$ cat config.mk
export PLATFORM = sky130hd
export DESIGN_NAME = alu_decoder_pipe
export DESIGN_NICKNAME = d
export VERILOG_FILES = /design/src/rtl/alu_pkg.sv /design/src/rtl/alu_dec_stage.sv /design/src/rtl/alu_decoder_pipe.sv
export SDC_FILE = /design/constraint.sdc
export NUM_CORES = 1
export LEC_CHECK = 0
export CORE_UTILIZATION = 55
export DETAILED_ROUTE_END_ITERATION = 16
export DONT_BUFFER_PORTS = 1
export GPL_ROUTABILITY_DRIVEN = 0
export GPL_TIMING_DRIVEN = 0
export PLACE_DENSITY = 0.7
export SETUP_SLACK_MARGIN = 0.2
export SYNTH_ARGS = -nofsm -noshare
export SYNTH_HDL_FRONTEND = slang
export SYNTH_SLANG_ARGS = --single-unit
$ cat constraint.sdc
create_clock -name clk -period 4.7 [get_ports clk]
set_clock_uncertainty 0.05 [all_clocks]
set_input_delay 0.94 -clock clk [delete_from_list [all_inputs] [get_ports clk]]
set_output_delay 0.94 -clock clk [all_outputs]
set_load 0.005 [all_outputs]
$ cat src/rtl/alu_pkg.sv
// alu_pkg: shared constants for the RV32I ALU-control decoder.
//   ALU opcode encodings (base and M-extension), alu_op codes from the main
//   control decoder, and the funct7 patterns the decoder distinguishes.
package alu_pkg;

    // ALU opcode encodings
    localparam int unsigned ALU_ADD  = 0;
    localparam int unsigned ALU_SUB  = 1;
    localparam int unsigned ALU_AND  = 2;
    localparam int unsigned ALU_OR   = 3;
    localparam int unsigned ALU_XOR  = 4;
    localparam int unsigned ALU_SLT  = 5;
    localparam int unsigned ALU_SLTU = 6;
    localparam int unsigned ALU_SLL  = 7;
    localparam int unsigned ALU_SRL  = 8;
    localparam int unsigned ALU_SRA  = 9;
    // M-extension ops occupy ALU_MUL + funct3 (MUL..REMU = 16..23)
    localparam int unsigned ALU_MUL  = 16;

    // alu_op codes from the main control decoder (2'b11 is reserved)
    localparam logic [1:0] ALUOP_ADD   = 2'b00;
    localparam logic [1:0] ALUOP_SUB   = 2'b01;
    localparam logic [1:0] ALUOP_FUNCT = 2'b10;

    // funct7 patterns
    localparam logic [6:0] F7_BASE   = 7'b0000000;
    localparam logic [6:0] F7_ALT    = 7'b0100000;
    localparam logic [6:0] F7_MULDIV = 7'b0000001;

endpackage

$ cat src/rtl/alu_dec_stage.sv
// alu_dec_stage: one valid/ready register slice.
//   Loads whenever it is empty or its content is leaving this cycle, so
//   bubbles collapse and a full pipeline streams one item per cycle.
// Ports:
//   clk, rst_n            clock, asynchronous active-low reset
//   in_valid/in_ready     upstream handshake
//   in_data [W-1:0]       upstream payload
//   out_valid/out_ready   downstream handshake
//   out_data [W-1:0]      registered payload, held while stalled
module alu_dec_stage #(
    parameter int unsigned W = 6
) (
    input  logic         clk,
    input  logic         rst_n,
    input  logic         in_valid,
    output logic         in_ready,
    input  logic [W-1:0] in_data,
    output logic         out_valid,
    input  logic         out_ready,
    output logic [W-1:0] out_data
);

    logic         valid_q;
    logic [W-1:0] data_q;

    // Ready is combinational from out_ready so a full slice can still accept.
    assign in_ready  = !valid_q || out_ready;
    assign out_valid = valid_q;
    assign out_data  = data_q;

    always_ff @(posedge clk or negedge rst_n) begin
        if (!rst_n) begin
            valid_q <= 1'b0;
            data_q  <= '0;
        end else if (in_ready) begin
            valid_q <= in_valid;
            if (in_valid) begin
                data_q <= in_data;
            end
        end
    end

endmodule

$ cat src/rtl/alu_decoder_pipe.sv
// alu_decoder_pipe: RV32I ALU-control decoder behind a PIPE_STAGES-deep
//   valid/ready pipeline, with a saturating count of illegal decodes.
// Optional feature: define ALU_DEC_MULDIV_EN to decode the M-extension
//   (R-type funct7=0000001 -> codes 16..23; requires CTRL_W >= 5).
// Ports:
//   clk, rst_n                  clock, asynchronous active-low reset
//   in_valid/in_ready           request handshake
//   alu_op, funct3, funct7, op_5  decode inputs (op_5=1 R-type, 0 I-type)
//   out_valid/out_ready         result handshake
//   alu_control [CTRL_W-1:0]    ALU opcode (ADD when illegal)
//   illegal                     encoding is not a legal ALU op
//   ill_cnt [ILL_CNT_W-1:0]     illegal results accepted, saturating
//   ill_cnt_clr                 synchronous clear of ill_cnt (wins over increment)
module alu_decoder_pipe
    import alu_pkg::*;
#(
    parameter int unsigned CTRL_W      = 5,
    parameter int unsigned PIPE_STAGES = 1,
    parameter int unsigned ILL_CNT_W   = 8
) (
    input  logic                 clk,
    input  logic                 rst_n,
    input  logic                 in_valid,
    output logic                 in_ready,
    input  logic [1:0]           alu_op,
    input  logic [2:0]           funct3,
    input  logic [6:0]           funct7,
    input  logic                 op_5,
    output logic                 out_valid,
    input  logic                 out_ready,
    output logic [CTRL_W-1:0]    alu_control,
    output logic                 illegal,
    output logic [ILL_CNT_W-1:0] ill_cnt,
    input  logic                 ill_cnt_clr
);

    if (PIPE_STAGES != 1 && PIPE_STAGES != 2) begin : g_bad_stages
        $error("PIPE_STAGES must be 1 or 2");
    end
`ifdef ALU_DEC_MULDIV_EN
    if (CTRL_W < 5) begin : g_bad_width
        $error("CTRL_W must be >= 5 with ALU_DEC_MULDIV_EN");
    end
`else
    if (CTRL_W < 4) begin : g_bad_width
        $error("CTRL_W must be >= 4");
    end
`endif

    // Returns {illegal, alu_control}; an illegal decode always yields ADD.
    function automatic logic [CTRL_W:0] decode(input logic [1:0] op,
                                               input logic [2:0] f3,
                                               input logic [6:0] f7,
                                               input logic       r_type);
        logic        ill;
        int unsigned code;
        ill  = 1'b0;
        code = ALU_ADD;
        case (op)
            ALUOP_ADD: code = ALU_ADD;
            ALUOP_SUB: code = ALU_SUB;
            ALUOP_FUNCT: begin
                if (r_type) begin
                    if (f7 == F7_BASE) begin
                        case (f3)
                            3'b000:  code = ALU_ADD;
                            3'b001:  code = ALU_SLL;
                            3'b010:  code = ALU_SLT;
                            3'b011:  code = ALU_SLTU;
                            3'b100:  code = ALU_XOR;
                            3'b101:  code = ALU_SRL;
                            3'b110:  code = ALU_OR;
                            default: code = ALU_AND;
                        endcase
                    end else if (f7 == F7_ALT) begin
                        if (f3 == 3'b000)      code = ALU_SUB;
                        else if (f3 == 3'b101) code = ALU_SRA;
                        else                   ill  = 1'b1;
                    end else if (f7 == F7_MULDIV) begin
`ifdef ALU_DEC_MULDIV_EN
                        code = ALU_MUL + {29'd0, f3};
`else
                        ill = 1'b1;
`endif
                    end else begin
                        ill = 1'b1;
                    end
                end else begin
                    // I-type: funct7 is immediate bits except on shifts.
                    case (f3)
                        3'b000: code = ALU_ADD;
                        3'b010: code = ALU_SLT;
                        3'b011: code = ALU_SLTU;
                        3'b100: code = ALU_XOR;
                        3'b110: code = ALU_OR;
                        3'b111: code = ALU_AND;
                        3'b001: begin
                            if (f7 == F7_BASE) code = ALU_SLL;
                            else               ill  = 1'b1;
                        end
                        default: begin
                            if (f7 == F7_BASE)     code = ALU_SRL;
                            else if (f7 == F7_ALT) code = ALU_SRA;
                            else                   ill  = 1'b1;
                        end
                    endcase
                end
            end
            default: ill = 1'b1;
        endcase
        if (ill) code = ALU_ADD;
        return {ill, CTRL_W'(code)};
    endfunction

    logic [CTRL_W:0] dec_data;
    logic [CTRL_W:0] out_data;

    assign dec_data = decode(alu_op, funct3, funct7, op_5);

    if (PIPE_STAGES == 1) begin : g_one
        alu_dec_stage #(.W(CTRL_W + 1)) u_s0 (
            .clk       (clk),
            .rst_n     (rst_n),
            .in_valid  (in_valid),
            .in_ready  (in_ready),
            .in_data   (dec_data),
            .out_valid (out_valid),
            .out_ready (out_ready),
            .out_data  (out_data)
        );
    end else begin : g_two
        logic            mid_valid;
        logic            mid_ready;
        logic [CTRL_W:0] mid_data;

        alu_dec_stage #(.W(CTRL_W + 1)) u_s0 (
            .clk       (clk),
            .rst_n     (rst_n),
            .in_valid  (in_valid),
            .in_ready  (in_ready),
            .in_data   (dec_data),
            .out_valid (mid_valid),
            .out_ready (mid_ready),
            .out_data  (mid_data)
        );

        alu_dec_stage #(.W(CTRL_W + 1)) u_s1 (
            .clk       (clk),
            .rst_n     (rst_n),
            .in_valid  (mid_valid),
            .in_ready  (mid_ready),
            .in_data   (mid_data),
            .out_valid (out_valid),
            .out_ready (out_ready),
            .out_data  (out_data)
        );
    end

    assign {illegal, alu_control} = out_data;

    always_ff @(posedge clk or negedge rst_n) begin
        if (!rst_n) begin
            ill_cnt <= '0;
        end else if (ill_cnt_clr) begin
            ill_cnt <= '0;
        end else if (out_valid && out_ready && illegal && (ill_cnt != '1)) begin
            ill_cnt <= ill_cnt + 1'b1;
        end
    end

endmodule
==> reports/results.ini, run 1 <==
[job]
drv.max_cap_violation_count = 0

[logic_synthesis]
ys_dominant_reg_cell = sky130_fd_sc_hd__dfrtp_1
netlist.top_cell.by_area = sky130_fd_sc_hd__dfrtp_1
synthDominantCellAreaShare_pct = 39.3
share_of_synthesized_flip_flops_with_an_asynchronous_set_or_reset_pct = 100
synth_edf_count = 0
synth.yosys.seq_area_share_pct = 39.3
ys_top_cells_by_area = sky130_fd_sc_hd__dfrtp_1 39%, sky130_fd_sc_hd__nor2_1 6.3%, sky130_fd_sc_hd__ha_1 5.6%
postSynthAreaPerCell_um2 = 8.91
synth_area_um2 = 891
mappedNetlistNets = 122
synth_cell_type_count = 32
postSynthCellCount = 100
ys_seq_elements = 14
ys_warns = 0

[sta]
min_period_over_period_pct = 44.9
maxSlewViolCount = 0
hold_viol = 0
tightestPinTransition_ns = 0.562
totalNegativeSetupSlack_ns = 0
max_clock_freq_mhz = 474
rsz0062_at_grt = no
worst_slew_margin_rel_pct = 62.1
setup_viol = 0
min_period_ns = 2.11

[critical_path]
worstPathBufferInverterCount = 0
crit_path_top_delay_cell = sky130_fd_sc_hd__nand2b_1
critical_path.startpoint = out_ready
path_depth = 1
reg2regPathDepth = 6
worst_path_class_setup = in -> out
setup.worst_path.end_class = output port
worst_setup_path_start_kind = input pin
timing.critical_path.cells = nand2b_1
crit-reg2reg-capture = ill_cnt[2]
internal_reg_to_reg_setup_slack_ns = 2.94
critical_path.reg2reg.startpoint = ill_cnt[0]
cp-endpoint = in_ready
worstPathMaxFanout = 4
delay_heaviest_family_cp = simple AND/OR/NAND/NOR gates
critical-path-max-stage-delay_ns = 0.18
cp_data_required_time_ns = 3.71
arrival_time_at_the_worst_endpoint_ns = 1.12

[cts]
cts_repair_resize_count = 0
post-cts-setup-buffer-count = 0
tritoncts_num_sinks = 14
clock_path_buffers = 2
cts_htree_levels = 1
post_cts_hold_buffer_count = 0
tritoncts = yes
later_pin_clock_latency_in_the_skew_report_ns = 0.27
cts_root_buf = sky130_fd_sc_hd__clkbuf_4
cts_buffers = 3
clkTransAtPathRegs_ns = 0.08

[die]
ios = 34
start_util_pct = 59.1
floorplan_die_height_um = 42.2
floorplan.core_area_mm2 = 0.00151
count_of_standard_cell_rows = 14
dieArea_mm2 = 0.00178
die_w_um = 42.2

[worst_hold_path]
hold_path_class = in -> async

[route]
vias = 739
drc_violations_left = 0
drt-wirelength-per-cell_um = 13.8
finalWirelength_mm = 1.65
drt.antenna.violating_nets = 0
drt-vias-per-instance = 6.16
drtPass1Iterations = 4
initialDrtViolationCount = 20

[power_and_ir_drop]
power.density_cell_area_mw_per_mm2 = 251
vdd_ir_drop_max_v = 0.000170
leakage_nw = 0.456

[global_route]
gr-usage-all-layers_pct = 20.6
grt-ovfl-total = 0
grt_pass1_vias = 676
grt_start_max_net_pins = 15
grt_pass1_wl_mm = 2.82
antenna_found_initial = 0

[final_layout]
final_util_pct = 62.9
finish.net_count = 127
fillCellCount = 138
antenna_cells_inserted = 0
syn_to_final_growth_pct = 6.32
drive_gt1_share_pct = 6.73

[status]
run_status = completed

[placement]
io_buffer_count = 0
hpwl_detailed_mm = 1.32

-- report_power, final --
| part | switching [mW] | total (mW) | internal [mW] |
|---|---|---|---|
| registers | 0.00362 | 0.127 | 0.124 |
| logic | 0.0149 | 0.0270 | 0.0122 |
| clock network | 0.0362 | 0.0833 | 0.0471 |
-- registers in the layout (all words and copies together), names as in the netlist --
register / count
ill_cnt: 8
g_one.u_s0.out_data: 5
g_one.u_s0.out_valid: 1
-- cell families after synthesis --
group	synth area share, %
mux	3.37
buf+inv	4.63
flops	39.3
fa+ha+maj	5.62
compound gates	15.6
simple gates	24.2
other cells	0.421
xor+xnor	6.88
-- cell type report --
class / count / area [um^2] / share of cell area, %
multi-input combinational: 77 / 499 / 52.7
sequential: 14 / 350 / 37.0
clock buffer: 4 / 36.3 / 3.83
inverter: 6 / 22.5 / 2.38
tap: 16 / 20.0 / 2.11
buffer: 3 / 18.8 / 1.98
-- metrics by stage --
step / instance area [um^2] / hold slack (ns) / power (mW) / worst slack (ns) / std cells
global placement: 911 / 0.464 / 0.155 / 2.44 / 116
CTS: 947 / 0.292 / 0.241 / 2.59 / 120
finish: 947 / 0.299 / 0.238 / 2.59 / 120
detailed placement: 911 / 0.468 / 0.157 / 2.43 / 116
global route: 947 / 0.275 / 0.250 / 2.48 / 120
floorplan: 891 / 0.438 / 0.151 / 2.54 / 100
-- synth_stat cells (2+ instances only) --
| library cell | count |
|---|---|
| sky130_fd_sc_hd__a21oi_1 | 4 |
| sky130_fd_sc_hd__a32o_1 | 3 |
| sky130_fd_sc_hd__and2_1 | 2 |
| sky130_fd_sc_hd__and3_1 | 4 |
| sky130_fd_sc_hd__buf_4 | 2 |
| sky130_fd_sc_hd__dfrtp_1 | 14 |
| sky130_fd_sc_hd__ha_1 | 4 |
| sky130_fd_sc_hd__inv_1 | 6 |
| sky130_fd_sc_hd__mux2i_1 | 3 |
| sky130_fd_sc_hd__nand2_1 | 4 |
| sky130_fd_sc_hd__nand2b_1 | 3 |
| sky130_fd_sc_hd__nand3_1 | 5 |
| sky130_fd_sc_hd__nand4_1 | 3 |
| sky130_fd_sc_hd__nor2_1 | 15 |
| sky130_fd_sc_hd__nor2b_1 | 2 |
| sky130_fd_sc_hd__o21ai_0 | 4 |
| sky130_fd_sc_hd__or3_1 | 2 |
| sky130_fd_sc_hd__xnor2_1 | 4 |
| sky130_fd_sc_hd__xor2_1 | 3 |
-- how the worst min path moves through the flow --
stage / cells after the start / slack (ns) / to
floorplan: 2 / 0.44 / g_one.u_s0.out_data[5]
global placement: 1 / 0.46 / g_one.u_s0.out_data[1]
detailed placement: 1 / 0.47 / g_one.u_s0.out_data[0]
CTS: 0 / 0.29 / ill_cnt[3]
global route: 0 / 0.27 / ill_cnt[3]
finish: 0 / 0.30 / ill_cnt[3]
-- per-layer routing --
metal	wire length, um	up-vias	track usage [%]
met5	0	-	0
met4	0	0	3.75
met1	774	338	31.4
met2	708	40	28.0
li1	-	361	-
met3	169	0	8.19
-- cells in the final DEF, fill, tap and decap left out, types with 3 or more instances in the layout --
master | synthesis | layout
sky130_fd_sc_hd__nor2_1 | 15 | 15
sky130_fd_sc_hd__dfrtp_1 | 14 | 14
sky130_fd_sc_hd__inv_1 | 6 | 6
sky130_fd_sc_hd__nand3_1 | 5 | 5
sky130_fd_sc_hd__and3_1 | 4 | 4
sky130_fd_sc_hd__o21ai_0 | 4 | 4
sky130_fd_sc_hd__xnor2_1 | 4 | 4
sky130_fd_sc_hd__a21oi_1 | 4 | 4
sky130_fd_sc_hd__nand2_1 | 4 | 4
sky130_fd_sc_hd__ha_1 | 4 | 4
sky130_fd_sc_hd__nand2b_1 | 3 | 3
sky130_fd_sc_hd__nand4_1 | 3 | 3
sky130_fd_sc_hd__xor2_1 | 3 | 3
sky130_fd_sc_hd__mux2i_1 | 3 | 3
sky130_fd_sc_hd__a32o_1 | 3 | 3
sky130_fd_sc_hd__clkbuf_4 | 0 | 3
Power figures use the tool's default switching activity.
==> inputs of run 2 (changes only) <==
==> constraint.sdc (replaced) <==
create_clock -name clk -period 2.2 [get_ports clk]
set_clock_uncertainty 0.05 [all_clocks]
set_input_delay 0.44 -clock clk [delete_from_list [all_inputs] [get_ports clk]]
set_output_delay 0.44 -clock clk [all_outputs]
set_load 0.005 [all_outputs]
==> run 2 against run 1 <==
- global-route usage unchanged
- wire length is 0.24% higher
- non-clock buffer count increased by 1
- largest power group unchanged
- largest cell class unchanged
- first-iteration DRC count unchanged
- power rose by 120%
- setup slack got worse by 2.2 ns
- sequential power rose by 110%
- clock power rose by 110%
- via count is 0.41% higher
- clock-buffer cell count did not move
- register-to-register slack worse by 2.5 ns
- cell area rose by 1.1%
==> reports/results.ini, run 2 (synthesis results as in run 1) <==
[route]
drt-wirelength-per-cell_um = 13.7
finalWirelength_mm = 1.66
met3RoutedLength_um = 165
drc_violations_left = 0
drt.antenna.violating_nets = 0
detail_route.wirelength.met1_um = 780
wl_met2_um = 709
initialDrtViolationCount = 20
drtPass1Iterations = 4
vias = 742
drt-vias-per-instance = 6.13
routed.top_layer = met3

[sta]
fin_worst_setup_slack_ns = 0.440
max_clock_freq_mhz = 568
min_period_over_period_pct = 80.0
setup_viol = 0
maxSlewViolCount = 0
totalNegativeSetupSlack_ns = 0
hold_viol = 0
hold-worst-slack_ns = 0.223
tightestPinTransition_ns = 0.598
rsz0062_at_grt = no
worst_slew_margin_rel_pct = 60.0
min_period_ns = 1.76

[critical_path]
crit-reg2reg-capture = ill_cnt[2]
critical_path.reg2reg.startpoint = ill_cnt[0]
worst_setup_path_start_kind = flop
critical_path.most_common_cell = sky130_fd_sc_hd__nor2_1
worst_path_class_setup = reg -> reg
worstPathMaxFanout = 4
critical_path.startpoint = ill_cnt[0]
cp_data_required_time_ns = 2.30
cp-endpoint = ill_cnt[2]
timing.critical_path.cells = ha_1 > nand3_1 > o21ai_0 > nor2_1 > xnor2_1 > nor2_1
crit_path_top_delay_cell = sky130_fd_sc_hd__o21ai_0
arrival_time_at_the_worst_endpoint_ns = 1.86
reg2regPathDepth = 6
critical-path-max-stage-delay_ns = 0.48
setup.worst_path.end_class = flop
internal_reg_to_reg_setup_slack_ns = 0.44

[final_layout]
layout_common_cells = 15 x sky130_fd_sc_hd__nor2_1, 14 x sky130_fd_sc_hd__dfrtp_1, 6 x sky130_fd_sc_hd__inv_1, 5 x sky130_fd_sc_hd__nand3_1
largest_register = ill_cnt
fillCellCount = 137
finish.net_count = 128
post-route-cell-area_um2 = 957
sequential_area_um2 = 350
multi_input_comb_area_um2 = 499
syn_to_final_growth_pct = 7.44
final_cell_count_no_fill = 121
antenna_cells_inserted = 0
mostFrequentLayoutCell = sky130_fd_sc_hd__nor2_1
drive_gt1_share_pct = 6.67
largest_reg_flops = 8

[cts]
clkTransAtPathRegs_ns = 0.08
cts_buffers = 3
tritoncts_num_sinks = 14
post-cts-setup-buffer-count = 0
cts_root_buf = sky130_fd_sc_hd__clkbuf_4
later_pin_clock_latency_in_the_skew_report_ns = 0.27
clock_path_buffers = 2
cts_repair_resize_count = 0
tritoncts = yes
cts_htree_levels = 1
post_cts_hold_buffer_count = 1

[global_route]
grt_pass1_vias = 674
grt_pass1_wl_mm = 2.82
grt-ovfl-total = 0
gr-usage-all-layers_pct = 20.6
grt_start_max_net_pins = 15
antenna_found_initial = 0

[die]
ios = 34
dieArea_mm2 = 0.00178
floorplan_die_height_um = 42.2
die_w_um = 42.2
count_of_standard_cell_rows = 14
floorplan.core_area_mm2 = 0.00151
start_util_pct = 59.1

[worst_hold_path]
hold_path_class = in -> reg
worst_hold_path.num_cells = 1

[placement]
place_ws_ns = 0.432
hpwl_detailed_mm = 1.32
io_buffer_count = 0
placed_cells = 116
placed_cell_area_um2 = 911

[power_and_ir_drop]
vdd_ir_drop_max_v = 0.000363
power.density_cell_area_mw_per_mm2 = 537
leakage_nw = 0.460

[status]
run_status = completed

[job]
drv.max_cap_violation_count = 0

[run 2: cell count changes in the layout (fill, tap and decap cells not counted)]
cell                            change
sky130_fd_sc_hd__dlygate4sd3_1      +1
[run 2: per-layer routing]
| metal | GRT usage (%) | up-vias |
|---|---|---|
| met3 | 8.19 | 0 |
| met4 | 3.75 | 0 |
| met5 | 0 | - |
| met2 | 28.0 | 40 |
| met1 | 31.4 | 339 |
| li1 | - | 363 |
[run 2: worst min-delay path by stage]
stage,from,to,slack (ns)
CTS,in_valid,g_one.u_s0.out_valid,0.21
finish,in_valid,g_one.u_s0.out_valid,0.22
global route,in_valid,g_one.u_s0.out_valid,0.21
detailed placement,rst_n,ill_cnt[4],0.09
floorplan,rst_n,g_one.u_s0.out_data[0],0.09
global placement,rst_n,g_one.u_s0.out_data[2],0.09
[run 2: worst max-delay path: cells and delay by family, from the launching register on]
kind,cells,cell delay [ns]
fa+ha+maj,1,0.24
xor+xnor,1,0.17
flops,1,0.43
compound gates,1,0.48
simple gates,3,0.28
[run 2: report_power, final]
part	total (mW)	internal [mW]	switching (mW)
combinational	0.0635	0.0272	0.0363
clock	0.178	0.101	0.0775
sequential	0.272	0.264	0.00773
total	0.514	0.392	0.121
[run 2: layout make-up]
| cell class | count | share of cell area (%) |
|---|---|---|
| inverter | 6 | 2.35 |
| multi-input combinational | 77 | 52.2 |
| clock buffer | 4 | 3.79 |
| timing repair buffer | 1 | 1.05 |
| buffer | 3 | 1.96 |
| tap | 16 | 2.09 |
| sequential | 14 | 36.6 |
[run 2: through the flow]
step	util, %	power [mW]
2_1_floorplan	-	0.323
3_3_place_gp	60.5	0.332
3_5_place_dp	60.5	0.334
4_1_cts	63.5	0.520
5_1_grt	63.5	0.541
6_report	63.5	0.514
